<file path="config.mk">
export PLATFORM = sky130hd
export DESIGN_NAME = tube_driver
export DESIGN_NICKNAME = d
export VERILOG_FILES = /design/src/rtl/tube_driver_pkg.sv /design/src/rtl/tube_driver_bin2bcd_seq.sv /design/src/rtl/tube_driver.sv
export SDC_FILE = /design/constraint.sdc
export NUM_CORES = 1
export LEC_CHECK = 0
export CAP_MARGIN = 30
export CORE_MARGIN = 1.5
export CORE_UTILIZATION = 25
export CTS_CLUSTER_DIAMETER = 40
export CTS_CLUSTER_SIZE = 8
export DETAILED_ROUTE_END_ITERATION = 8
export REMOVE_ABC_BUFFERS = 1
export SYNTH_ARGS = -nofsm -noshare
export SYNTH_HDL_FRONTEND = slang
export SYNTH_SLANG_ARGS = --single-unit
export TNS_END_PERCENT = 20
</file>
<file path="constraint.sdc">
create_clock -name clk -period 7.9 [get_ports clk]
set_clock_uncertainty 0.15 [all_clocks]
set_input_delay 1.58 -clock clk [delete_from_list [all_inputs] [get_ports clk]]
set_output_delay 1.58 -clock clk [all_outputs]
set_load 0.01 [all_outputs]
</file>
<file path="src/rtl/tube_driver_pkg.sv">
// rtl/tube_driver_pkg.sv - shared register map, digit codes and segment table for tube_driver
package tube_driver_pkg;

  localparam logic [1:0] ADDR_VALUE = 2'd0;
  localparam logic [1:0] ADDR_CTRL  = 2'd1;

  localparam int CTRL_MODE_BIT  = 0;
  localparam int CTRL_BLANK_LSB = 8;
  localparam int CTRL_DP_LSB    = 16;

  // Buffer codes: 0-F are hex digits, the extra code is the overflow dash.
  typedef logic [4:0] code_t;
  localparam code_t CODE_DASH = 5'h10;

  // Active-low {g,f,e,d,c,b,a}; dp is appended by the display path.
  function automatic logic [6:0] seg_decode(input code_t c);
    case (c)
      5'h00:   seg_decode = 7'h40;
      5'h01:   seg_decode = 7'h79;
      5'h02:   seg_decode = 7'h24;
      5'h03:   seg_decode = 7'h30;
      5'h04:   seg_decode = 7'h19;
      5'h05:   seg_decode = 7'h12;
      5'h06:   seg_decode = 7'h02;
      5'h07:   seg_decode = 7'h78;
      5'h08:   seg_decode = 7'h00;
      5'h09:   seg_decode = 7'h10;
      5'h0A:   seg_decode = 7'h08;
      5'h0B:   seg_decode = 7'h03;
      5'h0C:   seg_decode = 7'h46;
      5'h0D:   seg_decode = 7'h21;
      5'h0E:   seg_decode = 7'h06;
      5'h0F:   seg_decode = 7'h0E;
      default: seg_decode = 7'h3F;
    endcase
  endfunction

endpackage

</file>
<file path="src/rtl/tube_driver_bin2bcd_seq.sv">
// rtl/tube_driver_bin2bcd_seq.sv - one-bit-per-cycle double-dabble converter, 32-bit binary to 8 BCD digits
module bin2bcd_seq (
  input  logic        clk,
  input  logic        rst,
  input  logic        start_i,
  input  logic        abort_i,
  input  logic [31:0] bin_i,
  output logic        busy_o,
  output logic        done_o,
  output logic        ovf_o,
  output logic [31:0] bcd_o
);

  logic [31:0] bin_q, bin_d;
  logic [31:0] bcd_q, bcd_d;
  logic [31:0] bcd_adj;
  logic [31:0] bcd_shift;
  logic [4:0]  cnt_q, cnt_d;
  logic        busy_q, busy_d;
  logic        ovf_q, ovf_d;

  // A 1 leaving the top digit means the running prefix passed 99_999_999,
  // so the sticky carry-out doubles as the overflow flag.
  always_comb begin
    bcd_adj = bcd_q;
    for (int i = 0; i < 8; i++) begin
      if (bcd_q[4*i +: 4] >= 4'd5) begin
        bcd_adj[4*i +: 4] = bcd_q[4*i +: 4] + 4'd3;
      end
    end
    bcd_shift = {bcd_adj[30:0], bin_q[31]};
  end

  always_comb begin
    bin_d  = bin_q;
    bcd_d  = bcd_q;
    cnt_d  = cnt_q;
    busy_d = busy_q;
    ovf_d  = ovf_q;
    if (start_i) begin
      bin_d  = bin_i;
      bcd_d  = '0;
      cnt_d  = '0;
      busy_d = 1'b1;
      ovf_d  = 1'b0;
    end else if (abort_i) begin
      busy_d = 1'b0;
    end else if (busy_q) begin
      bin_d = {bin_q[30:0], 1'b0};
      bcd_d = bcd_shift;
      cnt_d = cnt_q + 5'd1;
      ovf_d = ovf_q | bcd_adj[31];
      if (cnt_q == 5'd31) begin
        busy_d = 1'b0;
      end
    end
  end

  always_ff @(posedge clk or posedge rst) begin
    if (rst) begin
      bin_q  <= '0;
      bcd_q  <= '0;
      cnt_q  <= '0;
      busy_q <= 1'b0;
      ovf_q  <= 1'b0;
    end else begin
      bin_q  <= bin_d;
      bcd_q  <= bcd_d;
      cnt_q  <= cnt_d;
      busy_q <= busy_d;
      ovf_q  <= ovf_d;
    end
  end

  assign busy_o = busy_q;
  assign done_o = busy_q && (cnt_q == 5'd31) && !start_i && !abort_i;
  assign ovf_o  = ovf_q | bcd_adj[31];
  assign bcd_o  = bcd_shift;

endmodule

</file>
<file path="src/rtl/tube_driver.sv">
// rtl/tube_driver.sv - MMIO 8-digit multiplexed 7-segment driver with hex or decimal display
module tube_driver
  import tube_driver_pkg::*;
#(
  parameter int SCAN_DIV = 100000
) (
  input  logic        clk,
  input  logic        rst,
  input  logic        wr_en,
  input  logic [1:0]  wr_addr,
  input  logic [31:0] wr_data,
  output logic        busy,
  output logic [7:0]  tube_en,
  output logic [7:0]  tube_seg
);

  localparam int PW = $clog2(SCAN_DIV);

  logic [31:0]   value_q, value_d;
  logic          mode_q, mode_d;
  logic [7:0]    blank_q, blank_d;
  logic [7:0]    dp_q, dp_d;
  code_t         buf_q [8];
  code_t         buf_d [8];
  logic          start_q, start_d;
  logic          abort_q, abort_d;
  logic [PW-1:0] presc_q, presc_d;
  logic [2:0]    idx_q, idx_d;
  logic [7:0]    en_q, en_d;
  logic [7:0]    seg_q, seg_d;
  logic          wr_value, wr_ctrl;
  logic          conv_done, conv_ovf;
  logic [31:0]   conv_bcd;
  logic [6:0]    glyph;

  assign wr_value = wr_en && (wr_addr == ADDR_VALUE);
  assign wr_ctrl  = wr_en && (wr_addr == ADDR_CTRL);

  bin2bcd_seq u_conv (
    .clk     (clk),
    .rst     (rst),
    .start_i (start_q),
    .abort_i (abort_q),
    .bin_i   (value_q),
    .busy_o  (busy),
    .done_o  (conv_done),
    .ovf_o   (conv_ovf),
    .bcd_o   (conv_bcd)
  );

  always_comb begin
    value_d = value_q;
    mode_d  = mode_q;
    blank_d = blank_q;
    dp_d    = dp_q;
    start_d = 1'b0;
    abort_d = 1'b0;
    if (wr_value) begin
      value_d = wr_data;
      start_d = mode_q;
    end
    if (wr_ctrl) begin
      mode_d  = wr_data[CTRL_MODE_BIT];
      blank_d = wr_data[CTRL_BLANK_LSB +: 8];
      dp_d    = wr_data[CTRL_DP_LSB +: 8];
      start_d = wr_data[CTRL_MODE_BIT];
      abort_d = !wr_data[CTRL_MODE_BIT];
    end
  end

  // Hex mode tracks VALUE continuously; decimal mode only changes on a finished conversion.
  always_comb begin
    buf_d = buf_q;
    if (!mode_q) begin
      for (int i = 0; i < 8; i++) buf_d[i] = {1'b0, value_q[4*i +: 4]};
    end else if (conv_done) begin
      for (int i = 0; i < 8; i++) buf_d[i] = conv_ovf ? CODE_DASH : {1'b0, conv_bcd[4*i +: 4]};
    end
  end

  always_comb begin
    presc_d = presc_q + PW'(1);
    idx_d   = idx_q;
    if (presc_q == PW'(SCAN_DIV - 1)) begin
      presc_d = '0;
      idx_d   = idx_q + 3'd1;
    end
    glyph = seg_decode(buf_q[idx_q]);
    en_d  = ~(8'd1 << idx_q);
    seg_d = {~dp_q[idx_q], glyph};
    if (blank_q[idx_q]) begin
      en_d  = 8'hFF;
      seg_d = 8'hFF;
    end
  end

  always_ff @(posedge clk or posedge rst) begin
    if (rst) begin
      value_q <= '0;
      mode_q  <= 1'b0;
      blank_q <= '0;
      dp_q    <= '0;
      buf_q   <= '{default: '0};
      start_q <= 1'b0;
      abort_q <= 1'b0;
      presc_q <= '0;
      idx_q   <= '0;
      en_q    <= 8'hFF;
      seg_q   <= 8'hFF;
    end else begin
      value_q <= value_d;
      mode_q  <= mode_d;
      blank_q <= blank_d;
      dp_q    <= dp_d;
      buf_q   <= buf_d;
      start_q <= start_d;
      abort_q <= abort_d;
      presc_q <= presc_d;
      idx_q   <= idx_d;
      en_q    <= en_d;
      seg_q   <= seg_d;
    end
  end

  assign tube_en  = en_q;
  assign tube_seg = seg_q;

endmodule

</file>
==> run summary <==
Outcome: finished clean
DR WL/cell: 15.09 um
Fillcell total: 3736
Crit-path cells: clkdlybuf4s50_1
Synth warn: 0
Slew @ Worst Pin: 992.9 ps
Power per cell area: 313.8 nW/um2
Worst setup margin: 4687 ps
Syn Inst Count: 864
Number of DRC markers in iteration 0: 428
Total Neg Setup Slack: 0 ps
VDD IR max: 0.0001693 V
IO Count: 54
Ant. Diodes: 0
Share of flip-flops with an asynchronous set or reset: 100.0%
Post-Route WL: 20.79 mm
Rows: 70
Synth cell types: 53
Pin count of the biggest net entering global routing: 139
Postcts setup bufs: 0
Commonest non-fill, non-tap cells in the layout: dfrtp_1, nand2_1, nor2_1
Fmax: 311.2 MHz
Post-synthesis cell area: 9263 um2
Vias in the first global route: 6363
RSZ-0062 raised after global routing: no
Sink Count: 191
EDFF count, synth: 0
Synth area leaders: dfrtp_1, mux2_2, nand2_1, mux2i_1, dfstp_2
CP max stage delay: 530 ps
Dpl cells: 1345
Hpwl dp: 13.96 mm
Vias per cell: 4.632
Remaining antenna violation count: 0
Ys flop type: dfrtp_1
Die width: 195.5 um
Clock group share of total power: 25.2%
Startpoint Class: register
Min Tclk post-route: 3213 ps
Final Setup Violations: 0
Critical path type: reg2out
Int Power: 2.192 mW
Crit path max-delay family: buffers and inverters
WP data arrival: 1480 ps
Core area: 36520 um2
Final instance area: 10850 um2
Register area share after synthesis: 51.82%
CTS tree: built
Resized cells post-CTS: 0
Area share of the largest cell type after synthesis: 47.28%
Initial antenna violation count: 0
Switching Power: 1.213 mW
Worst hold slack: 335.1 ps
Clk root buf: clkbuf_16
Switching share of power: 35.63%
Inserted Clock Buffers: 17
Finished Layout Cells: 1378
Total GRT Usage: 11.27%
Clock Latency Late Sink: 440 ps
Most common cell after layout, fill and taps aside: dfrtp_1
Final count of pins violating max slew: 0
Buffers & Inverters on Critical Path: 1
Dpl ws: 4124 ps
Leakage power: 4.533 nW
Gpl congestion: 0.7722
Crit-path max FO: 1
Die height: 195.5 um
Post-Place Cell Area: 10250 um2
Initial Util: 25.36%
Hold_buf cts: 0
Worst setup EP type: output pin
Post-synth top area cell: dfrtp_1
Total grt overflow: 0
Area growth syn-to-layout: 17.17%
CTS max path bufs: 2
Reg area: 4802 um2
WP data required: 6170 ps
Final Hold Fails: 0
HP Class: reg2reg
Multi-input logic area: 4158 um2
Relative slew slack: 33.80%
Clk slew on worst S/H paths: 70 ps
Vias: 6383
Critical-path top delay cell: clkdlybuf4s50_1
Syn Area/Cell: 10.72 um2
Part of the cycle the worst path needs: 40.68%
First-pass GRT wire length: 34.40 mm
DRC: 0
Share of cells above drive strength 1: 14.29%
Die area: 38210 um2
Total of max-cap violations: 0
Seq cells post-synth: 191
H-tree levels: 4
IO Port Bufs: 53
DR pass1 iterations: 5
Flop pwr share: 43.9%
Nets: 965
Comb power frac: 30.9%
-- state kept, by name (all words and copies together) (netlist names), 3 cells and up --
name	cells
buf_q	33
u_conv.bcd_q	32
u_conv.bin_q	32
value_q	32
presc_q	17
blank_q	8
dp_q	8
tube_en	8
tube_seg	8
u_conv.cnt_q	5
idx_q	3
-- metal layers --
metal | wire length, um | track usage [%] | vias to the layer above
met5 | 0 | 0 | -
met4 | 303 | 3.531 | 0
met3 | 707 | 2.055 | 13
met2 | 9048 | 16.57 | 110
met1 | 10730 | 16.62 | 3185
li1 | - | - | 3075
-- synth_stat cells, types with 3 or more instances --
cell type / number
a211oi_1: 15
a21oi_1: 53
a22oi_1: 8
a31oi_1: 17
and3_1: 4
buf_2: 10
buf_6: 3
clkbuf_1: 34
dfrtp_1: 175
dfstp_2: 16
ha_1: 31
inv_1: 24
mux2_2: 48
mux2i_1: 44
mux4_2: 10
nand2_1: 121
nand2b_1: 10
nand3_1: 28
nand4_1: 5
nor2_1: 70
nor2b_1: 3
nor3b_1: 17
o211ai_1: 3
o21a_1: 7
o21ai_0: 41
o311ai_1: 8
xnor2_1: 18
xor2_1: 9
-- power by group through the flow --
stage	Sequential [mW]	Clock (mW)	Combinational [mW]
floorplan	1.46	0	0.781
global placement	1.50	0	1.01
detailed placement	1.51	0	1.05
CTS	1.50	0.878	1.06
global route	1.54	0.919	1.19
finish	1.49	0.858	1.05
-- per-stage QoR --
step | util [%] | power, mW
after floorplan | - | 2.237
after global placement | 28.06 | 2.516
after detailed placement | 28.06 | 2.565
after CTS | 29.64 | 3.430
after global routing | 29.72 | 3.648
final | 29.72 | 3.405
-- cells by family after synthesis --
kind of cell	share of synthesized area [%]
mux	14.45
fa+ha+maj	4.187
xor+xnor	2.553
compound gates	10.54
buf+inv	3.458
simple gates	12.99
flops	51.82
-- layout make-up --
class,count,area share [%]
Sequential cell,191,44.25
Multi-Input combinational cell,598,38.31
Timing Repair Buffer,63,5.764
Tap cell,468,5.395
Clock buffer,18,3.954
Clock inverter,14,1.360
Inverter,26,0.9684
-- path summary, 6_finish.rpt --
check / start / endpoint / slack (ps) / cells after the start
hold reg to reg: presc_q[0] / presc_q[0] / 340 / 1
setup / recovery: tube_seg[1] / tube_seg[1] / 4690 / 1
hold / removal: presc_q[0] / presc_q[0] / 340 / 1
max in group asynchronous: rst / presc_q[4] / 4760 / 4
setup reg to reg: idx_q[0] / tube_seg[6] / 4780 / 8
min in group asynchronous: rst / value_q[5] / 1310 / 2
Note: power is estimated with default switching activity, not from simulation.
